[src/rtl/midi_voice_alloc.sv]
// Polyphonic MIDI voice allocator: filters events by channel, scans the voice pool one
// voice per cycle, then retriggers, allocates, steals or releases a voice for synth_engine.
module midi_voice_alloc #(
    parameter int VOICES   = 8,
    parameter int V_WIDTH  = (VOICES > 1) ? $clog2(VOICES) : 1,
    parameter int CHANNELS = 1,
    parameter int STEAL_EN = 1
) (
    input  logic               CLOCK_25,
    input  logic               iRST,
    input  logic               ev_valid,
    output logic               ev_ready,
    input  logic               ev_on,
    input  logic [3:0]         ev_ch,
    input  logic [6:0]         ev_key,
    input  logic [6:0]         ev_vel,
    input  logic [3:0]         base_ch,
    input  logic [VOICES-1:0]  voice_free,
    output logic               note_on,
    output logic               note_off,
    output logic               steal,
    output logic               off_note_error,
    output logic [V_WIDTH-1:0] cur_key_adr,
    output logic [7:0]         cur_key_val,
    output logic [7:0]         cur_vel_on,
    output logic [7:0]         cur_vel_off,
    output logic [3:0]         cur_ch,
    output logic [VOICES-1:0]  keys_on,
    output logic [V_WIDTH:0]   active_keys
);

    typedef enum logic [1:0] {
        S_IDLE   = 2'd0,
        S_SCAN   = 2'd1,
        S_COMMIT = 2'd2
    } state_t;

    localparam logic [V_WIDTH-1:0] LAST_IDX = V_WIDTH'(VOICES - 1);

    function automatic logic [V_WIDTH:0] popcount(input logic [VOICES-1:0] vec);
        logic [V_WIDTH:0] cnt;
        cnt = {(V_WIDTH + 1){1'b0}};
        for (int i = 0; i < VOICES; i++) begin
            cnt = cnt + {{V_WIDTH{1'b0}}, vec[i]};
        end
        return cnt;
    endfunction

    state_t              state_q, state_d;
    logic [V_WIDTH-1:0]  idx_q, idx_d;
    logic                ev_on_q, ev_on_d;
    logic [3:0]          ev_ch_q, ev_ch_d;
    logic [6:0]          ev_key_q, ev_key_d;
    logic [6:0]          ev_vel_q, ev_vel_d;
    logic                match_hit_q, match_hit_d, free_hit_q, free_hit_d, old_hit_q, old_hit_d;
    logic [V_WIDTH-1:0]  match_idx_q, match_idx_d, free_idx_q, free_idx_d, old_idx_q, old_idx_d;
    logic [VOICES-1:0]   keys_on_q, keys_on_d;
    logic [6:0]          key_mem_q [VOICES];
    logic [6:0]          key_mem_d [VOICES];
    logic [3:0]          ch_mem_q [VOICES];
    logic [3:0]          ch_mem_d [VOICES];
    logic [V_WIDTH-1:0]  rank_q [VOICES];
    logic [V_WIDTH-1:0]  rank_d [VOICES];
    logic                ready_q, ready_d;
    logic                note_on_q, note_on_d, note_off_q, note_off_d;
    logic                steal_q, steal_d, err_q, err_d;
    logic [V_WIDTH-1:0]  cur_key_adr_q, cur_key_adr_d;
    logic [7:0]          cur_key_val_q, cur_key_val_d, cur_vel_on_q, cur_vel_on_d;
    logic [7:0]          cur_vel_off_q, cur_vel_off_d;
    logic [3:0]          cur_ch_q, cur_ch_d;
    logic [V_WIDTH:0]    active_keys_q, active_keys_d;

    logic                accept_s, in_range_s, commit_s;
    logic [3:0]          ch_off_s;
    logic                hit_match_s, hit_free_s, hit_old_s;
    logic                m_hit_s, f_hit_s, o_hit_s;
    logic [V_WIDTH-1:0]  m_idx_s, f_idx_s, o_idx_s;
    logic                alloc_s, release_s, steal_s, err_s;
    logic [V_WIDTH-1:0]  alloc_idx_s;

    assign accept_s   = ev_valid & ready_q;
    assign ch_off_s   = ev_ch - base_ch;
    assign in_range_s = (5'(ch_off_s) < 5'(CHANNELS));
    assign commit_s   = (state_q == S_SCAN) && (idx_q == LAST_IDX);

    assign hit_match_s = keys_on_q[idx_q] & (key_mem_q[idx_q] == ev_key_q) & (ch_mem_q[idx_q] == ev_ch_q);
    assign hit_free_s  = voice_free[idx_q] & ~keys_on_q[idx_q];
    assign hit_old_s   = (rank_q[idx_q] == LAST_IDX);

    // Running scan results including the voice under the index this cycle; earlier hits win.
    assign m_hit_s = match_hit_q | hit_match_s;
    assign m_idx_s = match_hit_q ? match_idx_q : idx_q;
    assign f_hit_s = free_hit_q | hit_free_s;
    assign f_idx_s = free_hit_q ? free_idx_q : idx_q;
    assign o_hit_s = old_hit_q | hit_old_s;
    assign o_idx_s = old_hit_q ? old_idx_q : idx_q;

    // Commit decision: retrigger > free voice > steal oldest > error.
    always_comb begin
        alloc_s     = 1'b0;
        alloc_idx_s = {V_WIDTH{1'b0}};
        release_s   = 1'b0;
        steal_s     = 1'b0;
        err_s       = 1'b0;
        if (ev_on_q) begin
            if (m_hit_s) begin
                alloc_s     = 1'b1;
                alloc_idx_s = m_idx_s;
            end else if (f_hit_s) begin
                alloc_s     = 1'b1;
                alloc_idx_s = f_idx_s;
            end else if ((STEAL_EN != 0) && o_hit_s) begin
                alloc_s     = 1'b1;
                alloc_idx_s = o_idx_s;
                steal_s     = 1'b1;
            end else begin
                err_s = 1'b1;
            end
        end else begin
            if (m_hit_s) begin
                release_s   = 1'b1;
                alloc_idx_s = m_idx_s;
            end else begin
                err_s = 1'b1;
            end
        end
    end

    // Next-state for the FSM, the voice stores and every registered output.
    always_comb begin
        state_d       = state_q;
        idx_d         = idx_q;
        ev_on_d       = ev_on_q;
        ev_ch_d       = ev_ch_q;
        ev_key_d      = ev_key_q;
        ev_vel_d      = ev_vel_q;
        match_hit_d   = match_hit_q;
        match_idx_d   = match_idx_q;
        free_hit_d    = free_hit_q;
        free_idx_d    = free_idx_q;
        old_hit_d     = old_hit_q;
        old_idx_d     = old_idx_q;
        keys_on_d     = keys_on_q;
        key_mem_d     = key_mem_q;
        ch_mem_d      = ch_mem_q;
        rank_d        = rank_q;
        note_on_d     = 1'b0;
        note_off_d    = 1'b0;
        steal_d       = 1'b0;
        err_d         = 1'b0;
        cur_key_adr_d = cur_key_adr_q;
        cur_key_val_d = cur_key_val_q;
        cur_vel_on_d  = cur_vel_on_q;
        cur_vel_off_d = cur_vel_off_q;
        cur_ch_d      = cur_ch_q;

        case (state_q)
            S_IDLE: begin
                if (accept_s) begin
                    ev_on_d     = ev_on & (ev_vel != 7'd0);
                    ev_ch_d     = ev_ch;
                    ev_key_d    = ev_key;
                    ev_vel_d    = ev_vel;
                    match_hit_d = 1'b0;
                    free_hit_d  = 1'b0;
                    old_hit_d   = 1'b0;
                    idx_d       = {V_WIDTH{1'b0}};
                    state_d     = in_range_s ? S_SCAN : S_IDLE;
                end else begin
                    state_d = S_IDLE;
                end
            end
            S_SCAN: begin
                match_hit_d = m_hit_s;
                match_idx_d = m_idx_s;
                free_hit_d  = f_hit_s;
                free_idx_d  = f_idx_s;
                old_hit_d   = o_hit_s;
                old_idx_d   = o_idx_s;
                if (idx_q == LAST_IDX) begin
                    state_d = S_COMMIT;
                end else begin
                    idx_d = idx_q + V_WIDTH'(1);
                end
            end
            S_COMMIT: state_d = S_IDLE;
            default:  state_d = S_IDLE;
        endcase

        if (commit_s) begin
            note_on_d  = alloc_s;
            note_off_d = release_s;
            steal_d    = steal_s;
            err_d      = err_s;
            if (alloc_s) begin
                keys_on_d[alloc_idx_s] = 1'b1;
                key_mem_d[alloc_idx_s] = ev_key_q;
                ch_mem_d[alloc_idx_s]  = ev_ch_q;
                cur_key_adr_d = alloc_idx_s;
                cur_key_val_d = {1'b0, ev_key_q};
                cur_vel_on_d  = {1'b0, ev_vel_q};
                cur_ch_d      = ev_ch_q;
                // Younger voices age by one; the allocated voice becomes the newest.
                for (int i = 0; i < VOICES; i++) begin
                    if (rank_q[i] < rank_q[alloc_idx_s]) begin
                        rank_d[i] = rank_q[i] + V_WIDTH'(1);
                    end else begin
                        rank_d[i] = rank_q[i];
                    end
                end
                rank_d[alloc_idx_s] = {V_WIDTH{1'b0}};
            end else if (release_s) begin
                keys_on_d[alloc_idx_s] = 1'b0;
                cur_key_adr_d = alloc_idx_s;
                cur_vel_off_d = {1'b0, ev_vel_q};
                cur_ch_d      = ev_ch_q;
            end else begin
                keys_on_d = keys_on_q;
            end
        end else begin
            keys_on_d = keys_on_q;
        end

        active_keys_d = popcount(keys_on_d);
        ready_d       = (state_d == S_IDLE);
    end

    // State and output registers with synchronous reset.
    always_ff @(posedge CLOCK_25) begin
        if (iRST) begin
            state_q       <= S_IDLE;
            idx_q         <= {V_WIDTH{1'b0}};
            ev_on_q       <= 1'b0;
            ev_ch_q       <= 4'd0;
            ev_key_q      <= 7'd0;
            ev_vel_q      <= 7'd0;
            match_hit_q   <= 1'b0;
            match_idx_q   <= {V_WIDTH{1'b0}};
            free_hit_q    <= 1'b0;
            free_idx_q    <= {V_WIDTH{1'b0}};
            old_hit_q     <= 1'b0;
            old_idx_q     <= {V_WIDTH{1'b0}};
            keys_on_q     <= {VOICES{1'b0}};
            for (int i = 0; i < VOICES; i++) begin
                key_mem_q[i] <= 7'd0;
                ch_mem_q[i]  <= 4'd0;
                rank_q[i]    <= V_WIDTH'(i);
            end
            ready_q       <= 1'b0;
            note_on_q     <= 1'b0;
            note_off_q    <= 1'b0;
            steal_q       <= 1'b0;
            err_q         <= 1'b0;
            cur_key_adr_q <= {V_WIDTH{1'b0}};
            cur_key_val_q <= 8'd0;
            cur_vel_on_q  <= 8'd0;
            cur_vel_off_q <= 8'd0;
            cur_ch_q      <= 4'd0;
            active_keys_q <= {(V_WIDTH + 1){1'b0}};
        end else begin
            state_q       <= state_d;
            idx_q         <= idx_d;
            ev_on_q       <= ev_on_d;
            ev_ch_q       <= ev_ch_d;
            ev_key_q      <= ev_key_d;
            ev_vel_q      <= ev_vel_d;
            match_hit_q   <= match_hit_d;
            match_idx_q   <= match_idx_d;
            free_hit_q    <= free_hit_d;
            free_idx_q    <= free_idx_d;
            old_hit_q     <= old_hit_d;
            old_idx_q     <= old_idx_d;
            keys_on_q     <= keys_on_d;
            key_mem_q     <= key_mem_d;
            ch_mem_q      <= ch_mem_d;
            rank_q        <= rank_d;
            ready_q       <= ready_d;
            note_on_q     <= note_on_d;
            note_off_q    <= note_off_d;
            steal_q       <= steal_d;
            err_q         <= err_d;
            cur_key_adr_q <= cur_key_adr_d;
            cur_key_val_q <= cur_key_val_d;
            cur_vel_on_q  <= cur_vel_on_d;
            cur_vel_off_q <= cur_vel_off_d;
            cur_ch_q      <= cur_ch_d;
            active_keys_q <= active_keys_d;
        end
    end

    assign ev_ready       = ready_q;
    assign note_on        = note_on_q;
    assign note_off       = note_off_q;
    assign steal          = steal_q;
    assign off_note_error = err_q;
    assign cur_key_adr    = cur_key_adr_q;
    assign cur_key_val    = cur_key_val_q;
    assign cur_vel_on     = cur_vel_on_q;
    assign cur_vel_off    = cur_vel_off_q;
    assign cur_ch         = cur_ch_q;
    assign keys_on        = keys_on_q;
    assign active_keys    = active_keys_q;

endmodule

[config.mk]
export PLATFORM = sky130hd
export DESIGN_NAME = midi_voice_alloc
export DESIGN_NICKNAME = d
export VERILOG_FILES = /design/src/rtl/midi_voice_alloc.sv
export SDC_FILE = /design/constraint.sdc
export NUM_CORES = 1
export LEC_CHECK = 0
export ABC_AREA = 1
export CORE_ASPECT_RATIO = 0.5
export CORE_UTILIZATION = 50
export DETAILED_ROUTE_END_ITERATION = 16
export PLACE_DENSITY = 0.81
export SLEW_MARGIN = 0
export SYNTH_ARGS = -nofsm -noshare
export SYNTH_HDL_FRONTEND = slang
export SYNTH_SLANG_ARGS = --single-unit
[constraint.sdc]
create_clock -name CLOCK_25 -period 12.2 [get_ports CLOCK_25]
set_input_delay 1.22 -clock CLOCK_25 [delete_from_list [all_inputs] [get_ports CLOCK_25]]
set_output_delay 1.22 -clock CLOCK_25 [all_outputs]
set_load 0.01 [all_outputs]
==> results.json <==
{
  "outcome": "finished clean",
  "place_area_sq_mm": 0.0104,
  "critPathKind": "reg2reg",
  "synth_compound_area_share_pct": 18.7,
  "worst_slew_pin_slew_ns": 1.33,
  "post-dp-hpwl_microns": 18600,
  "drt-pass1-iter-count": 7,
  "fmax_mhz": 133,
  "grt_usage_pct": 28.0,
  "cts_tree": "done",
  "power.density_mw_per_mm2": 124,
  "crit_family": "simple AND/OR/NAND/NOR gates",
  "hold_viol_final": 0,
  "setup_tns_ns": 0,
  "synth-adder-area-share_pct": 5.17,
  "final_area_sq_mm": 0.0110,
  "dieWidth_microns": 199,
  "core_area_sq_mm": 0.0187,
  "grt_overflow_total": 0,
  "combinationalPowerShare_pct": 12.9,
  "crit_fanout": 80,
  "avgSynthCellArea_sq_um": 6.99,
  "gp_congestion": 0.908,
  "drc_errors": 0,
  "n_antenna_cell": 0,
  "cts_num_sinks": 193,
  "area_delta_synth_final_pct": 13.8,
  "clk_latency_ns": 0.43,
  "drt-initial-drc-count": 1119,
  "root_buffer": "clkbuf_16",
  "syn_area_sq_mm": 0.00968,
  "chipHeight_microns": 100,
  "portBuffers": 78,
  "cts_inserted_buffers": 17,
  "synthMuxAreaShare_pct": 0,
  "power_frac_seq_pct": 47.1,
  "start_kind": "flop",
  "worst-path-buf-inv": 9,
  "final_cells": 1691,
  "clkPwrFrac_pct": 40.0,
  "rsz0062_at_grt": "no",
  "clock_skew_ns": 0.0143,
  "p_sw_uw": 406,
  "crit_required_ns": 12.51,
  "p_leak_nw": 4.66,
  "dp_cells": 1659,
  "vias": 9484,
  "worstSetupEndpointType": "flop",
  "grt_pass1_vias": 8808,
  "post-route-min-period_ns": 7.50,
  "routed_wl_microns": 27600,
  "slew_headroom_pct": 11.1,
  "slowest_stage": "nor2_1",
  "path_common_cell": "nand2_1",
  "post_cts_resized": 0,
  "setup_viol": 0,
  "postCtsHoldBufs": 0,
  "drive_gt1_share_pct": 4.82,
  "slowest_delay_ns": 1.09,
  "maxCapViolations": 0,
  "synth_cell_types": 42,
  "cts_setup_buffers": 0,
  "switching_share_pct": 29.6,
  "synth-simple-area-share_pct": 24.8,
  "die-area_sq_mm": 0.0200,
  "holdCritPathClass": "reg2reg",
  "synth_cells": 1386,
  "clockBufferDepth": 2,
  "h-tree-depth": 4,
  "yosysWarnings": 0,
  "ys_ff_latch": 193,
  "nNetsFinal": 1490,
  "yosysSeqAreaShare_pct": 39.9,
  "path_clk_slew_ns": 0.08,
  "worstPathArrival_ns": 7.81,
  "fp-row-count": 35,
  "drv_slew": 0,
  "final_antenna_net_count": 0,
  "p_int_uw": 965,
  "synth_xor_xnor_area_share_pct": 0.362,
  "grt_max_degree": 127,
  "antenna_found_initial": 1,
  "wl_per_cell_microns": 16.3,
  "vdd_drop_max_mv": 0.0872,
  "io_pins": 82,
  "vias_per_cell": 5.61,
  "start_util_pct": 51.8,
  "synth_top_family_by_area": "simple AND/OR/NAND/NOR gates",
  "finalCritPeriodShare_pct": 61.5,
  "grt_pass1_wl_microns": 43900
}
-- layer usage --
| metal | vias up | global-route usage, % | part of all wire, % |
|---|---|---|---|
| li1 | 4580 | - | - |
| met1 | 4384 | 37.0 | 42 |
| met2 | 443 | 46.8 | 47 |
| met3 | 75 | 4.57 | 8.7 |
| met4 | 2 | 9.64 | 2.2 |
| met5 | - | 0 | 0.065 |
-- worst register-to-register path, delay by kind of cell, from the launching register on --
| kind | cells | cell delay, ns |
|---|---|---|
| simple gates | 16 | 2.99 |
| buf+inv | 9 | 2.10 |
| fa+ha+maj | 5 | 1.83 |
| flops | 1 | 0.32 |
| xor+xnor | 1 | 0.14 |
-- power groups by stage --
stage               Sequential [mW]  Combinational [mW]  Clock [mW]
finish                        0.645               0.177       0.549
global placement              0.659               0.168           0
detailed placement            0.659               0.172           0
floorplan                     0.654               0.131           0
global route                  0.646               0.195       0.576
CTS                           0.645               0.174       0.548
-- cells by family after synthesis --
| logic type | Yosys count |
|---|---|
| AND/OR/NAND/NOR | 561 |
| AO/OA/AOI/OAI | 337 |
| buffers and inverters | 253 |
| flip-flops | 193 |
| adder cells (fa/ha/maj) | 37 |
| XOR/XNOR | 4 |
| other | 1 |
-- cells in the mapped netlist, drive strengths merged --
| master | number | area (sq um) |
|---|---|---|
| a21oi | 139 | 696 |
| xor2 | 4 | 35.0 |
| o2111ai | 2 | 17.5 |
| a21boi | 1 | 7.51 |
| nand3 | 116 | 598 |
| nand4 | 10 | 62.6 |
| buf | 37 | 260 |
| nor3 | 2 | 10.0 |
| inv | 171 | 647 |
| o211ai | 1 | 7.51 |
| o21ai | 161 | 806 |
| dfxtp | 193 | 3860 |
| a211oi | 16 | 158 |
| and3 | 1 | 6.26 |
| nand2 | 303 | 1150 |
| clkbuf | 35 | 131 |
| o21bai | 3 | 22.5 |
| a22oi | 1 | 7.51 |
| nor4 | 3 | 18.8 |
| ha | 32 | 400 |
| a221oi | 2 | 17.5 |
| nand3b | 4 | 30.0 |
| fa | 5 | 100 |
| clkinv | 10 | 37.5 |
| o22ai | 11 | 68.8 |
| nor2 | 122 | 519 |
| conb | 1 | 3.75 |
-- through the flow --
stage / hold WS (ns) / util [%] / setup WS, ns / total power [mW]
3_3_place_gp: 0.438 / 55.9 / 5.18 / 0.827
2_1_floorplan: 0.429 / - / 7.09 / 0.785
4_1_cts: 0.455 / 58.9 / 4.85 / 1.37
3_5_place_dp: 0.443 / 55.9 / 4.90 / 0.831
6_report: 0.455 / 58.9 / 4.70 / 1.37
5_1_grt: 0.481 / 58.9 / 4.25 / 1.42
-- worst paths after layout --
kind | depth (start not counted) | endpoint | startpoint | slack, ns
hold reg to reg | 2 | key_mem_q[20] | key_mem_q[20] | 0.46
hold / removal | 2 | key_mem_q[20] | key_mem_q[20] | 0.46
setup / recovery | 31 | active_keys[2] | idx_q[0] | 4.70
setup reg to reg | 31 | active_keys[2] | idx_q[0] | 4.70
-- state kept, by name (all words and copies together), names as in the netlist, 4 cells and up --
register	cells
cur_vel_off	7
keys_on	8
ev_ch_q	4
key_mem_q	56
cur_key_val	7
cur_vel_on	7
ev_key_q	7
ch_mem_q	32
cur_ch	4
rank_q	24
ev_vel_q	7
active_keys	4
-- final cells by class --
| cell class | count | area, sq um |
|---|---|---|
| fill | 1647 | 7680 |
| multi-input combinational | 942 | 4750 |
| sequential | 193 | 3860 |
| timing repair buffer | 84 | 821 |
| inverter | 181 | 684 |
| clock buffer | 18 | 429 |
| tap | 259 | 324 |
| clock inverter | 14 | 143 |
-- cells in the final DEF, fill, tap and decap left out, types with 3 or more instances in the layout --
master	n
nand2_1	299
dfxtp_1	192
inv_1	164
o21ai_0	147
a21oi_1	139
nand3_1	114
nor2_1	112
clkdlybuf4s50_1	77
ha_1	32
clkbuf_16	17
o21ai_1	14
o22ai_1	11
nand4_1	10
a211oi_1	10
clkinv_1	9
inv_2	7
buf_4	6
nor2_4	5
a211oi_2	5
fa_1	5
inv_6	4
nand3b_1	4
nor2_2	4
xor2_1	4
inv_8	4
nand2_2	3
o21bai_1	3
nor4_1	3
conb_1	3
clkinv_4	3
(Power assumes the default switching activity.)
